--- config.mk ---
export PLATFORM = sky130hd
export DESIGN_NAME = control_unit
export DESIGN_NICKNAME = d
export VERILOG_FILES = /design/src/rtl/control_unit.sv
export SDC_FILE = /design/constraint.sdc
export NUM_CORES = 1
export LEC_CHECK = 0
export CAP_MARGIN = 20
export CORE_MARGIN = 5
export CORE_UTILIZATION = 41
export CTS_CLUSTER_DIAMETER = 30
export DETAILED_ROUTE_END_ITERATION = 10
export PLACE_DENSITY = 0.77
export SYNTH_ARGS = -nofsm -noshare
export SYNTH_HDL_FRONTEND = slang
export SYNTH_SLANG_ARGS = --single-unit
--- constraint.sdc ---
create_clock -name clk -period 1.3 [get_ports clk]
set_input_delay 0.26 -clock clk [delete_from_list [all_inputs] [get_ports clk]]
set_output_delay 0.26 -clock clk [all_outputs]
set_load 0.03 [all_outputs]
--- src/rtl/control_unit.sv ---
// control_unit: sequencing FSM for a small accumulator datapath.
// It accepts one operation (ADD, SUB, AND, MUL) per start request, walks the
// datapath through load / clear / execute / store, and raises done for one
// cycle at the end. MUL runs as a four-step shift-and-add loop that is steered
// by the shifter LSB flag.
//
// Ports:
//   clk      in   1   system clock, rising edge
//   reset    in   1   asynchronous, active-low reset
//   start    in   1   begin one operation (sampled in IDLE only)
//   op       in   2   00 ADD, 01 SUB, 10 AND, 11 MUL (sampled with start)
//   flag     in   1   shifter LSB flag from the datapath
//   control  out  16  datapath control word (combinational decode)
//   step     out  2   MUL iteration index (0 outside the MUL loop)
//   busy     out  1   high in every state except IDLE
//   done     out  1   one-cycle pulse in DONE
module control_unit (
    input  logic        clk,
    input  logic        reset,
    input  logic        start,
    input  logic [1:0]  op,
    input  logic        flag,
    output logic [15:0] control,
    output logic [1:0]  step,
    output logic        busy,
    output logic        done
);

    localparam int unsigned CTRL_W = 16;
    localparam int unsigned OP_W   = 2;
    localparam int unsigned STEP_W = 2;

    // Control word bit positions
    localparam int unsigned B_LOAD_A     = 0;
    localparam int unsigned B_LOAD_B     = 1;
    localparam int unsigned B_LOAD_O     = 2;
    localparam int unsigned B_SEL_A      = 3;
    localparam int unsigned B_SEL_B      = 4;
    localparam int unsigned B_SHIFT_LOAD = 5;
    localparam int unsigned B_SHIFT_L    = 6;
    localparam int unsigned B_SHIFT_R    = 7;
    localparam int unsigned B_MUX2_SHIFT = 8;
    localparam int unsigned B_ALU_ADD    = 9;
    localparam int unsigned B_ALU_SUB    = 10;
    localparam int unsigned B_ALU_AND    = 11;
    localparam int unsigned B_ALU_OR     = 12;
    localparam int unsigned B_ACC_CLR    = 13;
    localparam int unsigned B_ACC_LD     = 14;

    localparam logic [OP_W-1:0] OP_ADD = 2'b00;
    localparam logic [OP_W-1:0] OP_SUB = 2'b01;
    localparam logic [OP_W-1:0] OP_AND = 2'b10;
    localparam logic [OP_W-1:0] OP_MUL = 2'b11;

    localparam logic [STEP_W-1:0] STEP_LAST = 2'd3;

    typedef enum logic [3:0] {
        ST_IDLE     = 4'd0,
        ST_LOAD     = 4'd1,
        ST_CLEAR    = 4'd2,
        ST_EXEC1    = 4'd3,
        ST_EXEC2    = 4'd4,
        ST_MUL_INIT = 4'd5,
        ST_MUL_ITER = 4'd6,
        ST_STORE    = 4'd7,
        ST_DONE     = 4'd8
    } state_t;

    state_t            state;
    state_t            state_next;
    logic [OP_W-1:0]   op_q;
    logic [OP_W-1:0]   op_next;
    logic [STEP_W-1:0] step_q;
    logic [STEP_W-1:0] step_next;
    logic              busy_next;
    logic              done_next;

    // State, latched op, MUL step counter and registered status flags
    always_ff @(posedge clk or negedge reset) begin
        if (!reset) begin
            state  <= ST_IDLE;
            op_q   <= OP_ADD;
            step_q <= '0;
            busy   <= 1'b0;
            done   <= 1'b0;
        end else begin
            state  <= state_next;
            op_q   <= op_next;
            step_q <= step_next;
            busy   <= busy_next;
            done   <= done_next;
        end
    end

    // Next-state logic; the step counter holds 0 everywhere except the MUL loop
    always_comb begin
        state_next = state;
        op_next    = op_q;
        step_next  = '0;

        unique case (state)
            ST_IDLE: begin
                if (start) begin
                    op_next    = op;
                    state_next = ST_LOAD;
                end
            end
            ST_LOAD:     state_next = ST_CLEAR;
            ST_CLEAR:    state_next = (op_q == OP_MUL) ? ST_MUL_INIT : ST_EXEC1;
            ST_EXEC1:    state_next = ST_EXEC2;
            ST_EXEC2:    state_next = ST_STORE;
            ST_MUL_INIT: state_next = ST_MUL_ITER;
            ST_MUL_ITER: begin
                step_next = step_q + STEP_W'(1);
                if (step_q == STEP_LAST) begin
                    state_next = ST_STORE;
                end
            end
            ST_STORE:    state_next = ST_DONE;
            ST_DONE:     state_next = ST_IDLE;
            default:     state_next = ST_IDLE;
        endcase

        // Status flags are registered from the upcoming state
        busy_next = (state_next != ST_IDLE);
        done_next = (state_next == ST_DONE);
    end

    // Control word decode from state and latched op (and flag in the MUL loop)
    always_comb begin
        control = '0;

        unique case (state)
            ST_LOAD: begin
                control[B_LOAD_A] = 1'b1;
                control[B_LOAD_B] = 1'b1;
            end
            ST_CLEAR: begin
                control[B_ACC_CLR] = 1'b1;
            end
            ST_EXEC1: begin
                control[B_SEL_A]   = 1'b1;
                control[B_ALU_ADD] = 1'b1;
                control[B_ACC_LD]  = 1'b1;
            end
            ST_EXEC2: begin
                control[B_SEL_B]  = 1'b1;
                control[B_ACC_LD] = 1'b1;
                // op 11 never reaches EXEC2; it shares the ADD word
                case (op_q)
                    OP_SUB:  control[B_ALU_SUB] = 1'b1;
                    OP_AND:  control[B_ALU_AND] = 1'b1;
                    default: control[B_ALU_ADD] = 1'b1;
                endcase
            end
            ST_MUL_INIT: begin
                control[B_SEL_A]      = 1'b1;
                control[B_SHIFT_LOAD] = 1'b1;
            end
            ST_MUL_ITER: begin
                control[B_SHIFT_R] = 1'b1;
                // Add the shifted multiplicand only when the current LSB is set
                if (flag) begin
                    control[B_SEL_B]      = 1'b1;
                    control[B_MUX2_SHIFT] = 1'b1;
                    control[B_ALU_ADD]    = 1'b1;
                    control[B_ACC_LD]     = 1'b1;
                end
            end
            ST_STORE: begin
                control[B_LOAD_O] = 1'b1;
            end
            default: begin
                control = '0;
            end
        endcase
    end

    assign step = step_q;

    // Bit positions kept for documentation of the full control map
    logic unused_bits;
    assign unused_bits = ^{CTRL_W'(B_SHIFT_L), CTRL_W'(B_ALU_OR), OP_ADD};

endmodule

Word-level counts from Yosys, hierarchy flattened:

Cells that the tools add are included.

* register bits: 10
* bits in latches: 0
* RAM bits: 0
* bits in read-only memories: 0
* output and inout bits: 20
* memories kept: 0

* add/subtract/negate cells: 1
* $mul: 0
* divide/modulo/power cells: 0
* magnitude comparators: 0
* eq/ne operators: 12
* shift operators: 0
* mux-type cells: 20
* bitwise gates (word level): 0
* reductions and logical operators: 6

Operator list (count)
* 4-bit one-hot mux with 8 select lines: 1
* 4-bit by 3-bit == test with 1-bit output, second input constant: 4
* 2-bit 2-to-1 mux: 5
* 4-bit by 2-bit == test with 1-bit output, second input constant: 2
* 1-bit 2-to-1 mux: 8
* 4-bit 2-to-1 mux: 2
* 2-bit == test, second input constant: 3
* 2-bit OR reduction: 3
* 4-bit by 1-bit == test with 1-bit output, second input constant: 1
* 4-bit == test, second input constant: 1
* 4-bit zero test: 1
* 1-bit one-hot mux with 2 select lines: 2
* 4-bit nonzero test: 1
* 3-bit 2-to-1 mux: 1
* 1-bit one-hot mux with 3 select lines: 1
* 2-bit by 1-bit adder with 2-bit output, second input constant: 1
* 2-bit by 1-bit == test with 1-bit output, second input constant: 1
* 2-bit AND reduction: 1

Logic depth before layout (Yosys ltp):

* depth after elaboration: 4
* gate-level depth with buffers: 5
* gate-level depth less buffers: 4

Least setup slack after synthesis:

No wires, ideal clock.

* path type: register -> output
* from: register state[0]
* to: output port control[11]
* arrival time: 1680 ps
* required time: 1040 ps
* path slack: -640 ps
* stages on the path, launching flop included: 4
* path buffers: 1
* cells stage by stage: dfrtp_1 buf_2 nand2b_1 nor4b_1

* cells in the longest elaborated chain, start to end: 2

Ends and longest elaborated chain
* start: declaration: RTL line 69 `state_t state;`
* start signal: assignment: RTL line 87 `state <= state_next;`
* 4-bit by 3-bit == test with 1-bit output: RTL line 133 `unique case (state)`
* 2-bit 2-to-1 mux: RTL line 133
* end: declaration: RTL line 23 `output logic [15:0] control,`

Every way passes these cells.

Worst setup path after layout:

* from: register state[0]
* to: output port control[9]

* cells in the longest elaborated chain, start to end: 2
* elaborated cells between the ends (all ways): 4

Ends and longest elaborated chain (RTL line)
* 4-bit by 3-bit == test with 1-bit output or 4-bit by 2-bit == test with 1-bit output (tied branches): 133
* 1-bit one-hot mux with 3 select lines *: 133

Every way passes the cells marked *; elsewhere a longest branch is shown, timed or not.

==> reports/summary.md <==
The most repeated cell in the gate-level netlist after synthesis was sky130_fd_sc_hd__nor2_1. After the first detailed-routing iteration, the DRC count stood at 12. The tools report the total count of hold-check failures in the final report as 0.

The final core utilization is 0.838, and the number of enable flip-flop cells after synthesis is 0. The post-synthesis sequential area ratio was 0.396; the post-synth design cell area was 632 µm². For this design, the sink count on the clock tree is 10. For the standard-cell row count, the log shows 14. Ranked by total cell area, the synthesized netlist is headed by sky130_fd_sc_hd__dfrtp_1, sky130_fd_sc_hd__ha_1, sky130_fd_sc_hd__nor2_1, sky130_fd_sc_hd__buf_4, sky130_fd_sc_hd__mux2_2. The largest fanout of any net on the critical path is 7. Classification of the worst setup path: reg -> out. The total power per unit cell area came out at 2940 nW/µm². The sum of routed wire length over all layers is 1940 µm, and the buffers plus inverters on the worst setup path is 1.

For this design, the slowest cell found on the critical path is sky130_fd_sc_hd__dfrtp_2. The tools report the depth of the CTS H-tree as 1. Fraction of registers with async set/reset: 1.00.

The reported max-cap violation count came out at 0. Measured along the y axis, the die boundary spans 49.3 µm. For the sequential share of power, the log shows 0.162. Measured in cells, the most critical reg-to-reg path has a length of 4.

Dividing the detail-routed wire length by the instance count gives 15.0 µm. In this run the critical register-to-register path is launched from state[0]. Excluding fillers, the count of instances in the completed layout stands at 129. Entering global routing, the biggest net connects 11 pins. TritonCTS built the clock tree. The checks that failed: negative setup slack. The run gives 1.37 ns as the arrival time of the worst setup path.

The multiplexer share of the synthesized area came out at 0.0356. The floorplan step defined a die boundary enclosing 2430 µm². The area share of xor/xnor cells in the synthesized design works out to 0.0139. For the number of failing setup endpoints in the final timing report, the log shows 13. The number of antenna violations at the first check in global routing came out at 0.

After routing the design area is 1250 µm². VDD sags by at most 2.13 mV. The clock share of power was 0.075.

The logs give 1060 µm² for the instance area at placement and 662 for the number of global-route vias before repair. The main flop type after synthesis was sky130_fd_sc_hd__dfrtp_1. The root buffer cell is sky130_fd_sc_hd__clkbuf_4. The die extent in x was 49.3 µm; the number of I/O pins was 26. Area of the core: 1490 µm². The logs give 84 for the final-layout fill cell count and 0.763 for the fraction of power consumed by combinational cells. In this run the static leakage power is 0.567 nW.

The signal on the critical path passes through nor2b_4 -> nand3_2 -> a31oi_4 -> buf_6. The share of cells above drive strength 1 was 0.628. The adder and majority gate portion of the synthesized area was 0.0792; the total grt overflow was 0. The dominant combinational cell family by area after synthesis was simple AND/OR/NAND/NOR gates.

Input and output buffers added on the ports amount to 22. The count of unresolved DRC violations after routing was 0; the starting density of the core was 0.424. Internal power comes to 1.98 mW.

The clock tree skew after final layout came out at 0.000280 ns. The vias after detailed routing was 651. Broken down by cell family, the worst path's largest delay share belongs to flip-flops. Clock-pin slew was measured on the worst setup and hold paths at 0.06 ns. The number of placed instances, taps included, is 124. The shortest clock period the worst path allows after layout was 1.63 ns; the quantity of hold-fixing buffers added after cts was 0. Compared with the post-synthesis result, the final layout area differs by 97.4%. The worst register-to-register path ends at state[2]. The post-synthesis register bit count came out at 10. Number of synthesis warnings: 0. The run gives 72 as the number of instances in the synthesized netlist. The total negative setup slack was -3.41 ns; the area fraction of the dominant cell type after synthesis was 0.396. Summed over all instances, the cell type with the most area after synthesis is sky130_fd_sc_hd__dfrtp_1.

Class of the tightest hold or removal check: in -> async. The tools report the highest attainable clock frequency as 613 MHz. Setup repair after global routing could not meet its margin everywhere. The pre-antenna-repair detailed-routing pass consisted of 4 iterations.

The later pin in the worst-skew pair is clocked with a latency of 0.26 ns. The average instance in the mapped netlist occupies 8.78 µm². The simple-gate share of the synthesized area is 0.275.

By count the netlist is led by sky130_fd_sc_hd__nor2_1, sky130_fd_sc_hd__dfrtp_1, sky130_fd_sc_hd__buf_4, sky130_fd_sc_hd__nand2_1. Clock tree synthesis inserted a total of 3 buffers. Across all register-to-register paths, the minimum setup slack is 0 ns. The congestion estimate from routability-driven global placement came to 0.760. The detail route stage leaves a number of antenna-violating nets equal to 0. The analysis attributes to net switching a power of 1.69 mW. The delay of the slowest cell on the worst path was 0.48 ns. Detailed placement ended at an HPWL of 1370 µm. The run gives -0.332 ns as the least setup slack across all paths after layout.

The flow ran to the end, but the final reports show violations. At the end of the flow, the number of nets in the layout was 124. Using the TritonRoute via totals, the vias-per-cell ratio works out to 5.05.

Data on the critical path is required at its endpoint by 1.04 ns. The worst setup path is launched from a flop. The run gives 0 as the count of final max-slew check failures. Registers take 254 µm². The global-route usage over all layers was 0.159. Category of the worst setup path capture point: an output port. The number of diodes added for antenna fixing is 0, and the fraction of power spent switching nets is 0.460. The number of distinct library cells after synthesis was 28; the share of the clock period used by the worst path after layout was 1.26. The tools report the maximum clock insertion buffer count as 2.

Share of the synthesized area in compound gates (AO/OA/AOI/OAI): 0.0851. Global-route wire length before repair: 2970 µm. The tools report the area of combinational cells with multiple inputs as 518 µm².
flip-flops by register name (all words and copies together) (netlist names):
register / cells
done: 1
op_q: 2
busy: 1
step: 2
state: 4
how the worst max path moves through the flow:
stage | slack [ns] | end | from | cells past startpoint
after floorplan | -0.09 | control[1] | state[2] | 3
after global placement | -0.20 | control[9] | flag | 4
after detailed placement | -0.23 | control[9] | flag | 4
after CTS | -0.34 | control[9] | state[0] | 4
after global routing | -0.38 | control[9] | state[2] | 4
final | -0.33 | control[9] | state[0] | 4
cells in the final DEF, fill, tap and decap left out, drive strengths merged:
cell / count
xnor2: 1
or2: 1
o21ai: 1
mux2: 2
nor2: 12
nand3: 3
a21oi: 4
and2: 2
clkdlybuf4s50: 5
a31oi: 1
nor3: 4
nor4b: 1
or3: 1
nand2: 5
a2111oi: 1
o21bai: 1
buf: 35
nand2b: 3
clkdlybuf4s15: 1
dlygate4sd2: 2
clkbuf: 4
nor2b: 2
ha: 4
conb: 3
inv: 3
nor3b: 1
dfrtp: 10
power by group through the flow:
stage / sequential [mW] / clock (mW) / combinational, mW
2_1_floorplan: 0.602 / 0 / 1.49
3_5_place_dp: 0.562 / 0 / 2.32
5_1_grt: 0.612 / 0.304 / 2.97
6_report: 0.594 / 0.275 / 2.80
4_1_cts: 0.570 / 0.284 / 2.51
3_3_place_gp: 0.552 / 0 / 2.28
cells by family after synthesis:
logic type	count (synthesis)
AND/OR/NAND/NOR	35
buffers and inverters	11
flip-flops	10
AO/OA/AOI/OAI	8
adder cells (fa/ha/maj)	4
multiplexers	2
other	1
XOR/XNOR	1
per-layer routing:
layer | global-route usage | part of all wire
met3 | 0.0459 | 0.039
met4 | 0.0404 | 0.0098
met1 | 0.175 | 0.40
met2 | 0.290 | 0.55
met5 | 0 | 0
repair_timing:
item                       in CTS  in global routing
buffers inserted                2                  2
resized for setup              20                 18
setup endpoints to repair      19                 17
pin swaps                       3                  8
cell type report:
cell class	instances	area share
Multi-Input combinational cell	53	0.415
Sequential cell	10	0.204
Inverter	3	0.0150
Tap cell	16	0.0160
Timing Repair Buffer	43	0.321
Clock buffer	4	0.0291
through the flow:
| stage | setup slack (ns) | power, mW | hold WS [ns] |
|---|---|---|---|
| final | -0.332 | 3.67 | 0.302 |
| after detailed placement | -0.226 | 2.89 | 0.463 |
| after CTS | -0.338 | 3.36 | 0.313 |
| after global routing | -0.381 | 3.89 | 0.344 |
| after global placement | -0.198 | 2.84 | 0.456 |
| after floorplan | -0.0943 | 2.09 | -0.0356 |
Power figures use the tool's default switching activity.
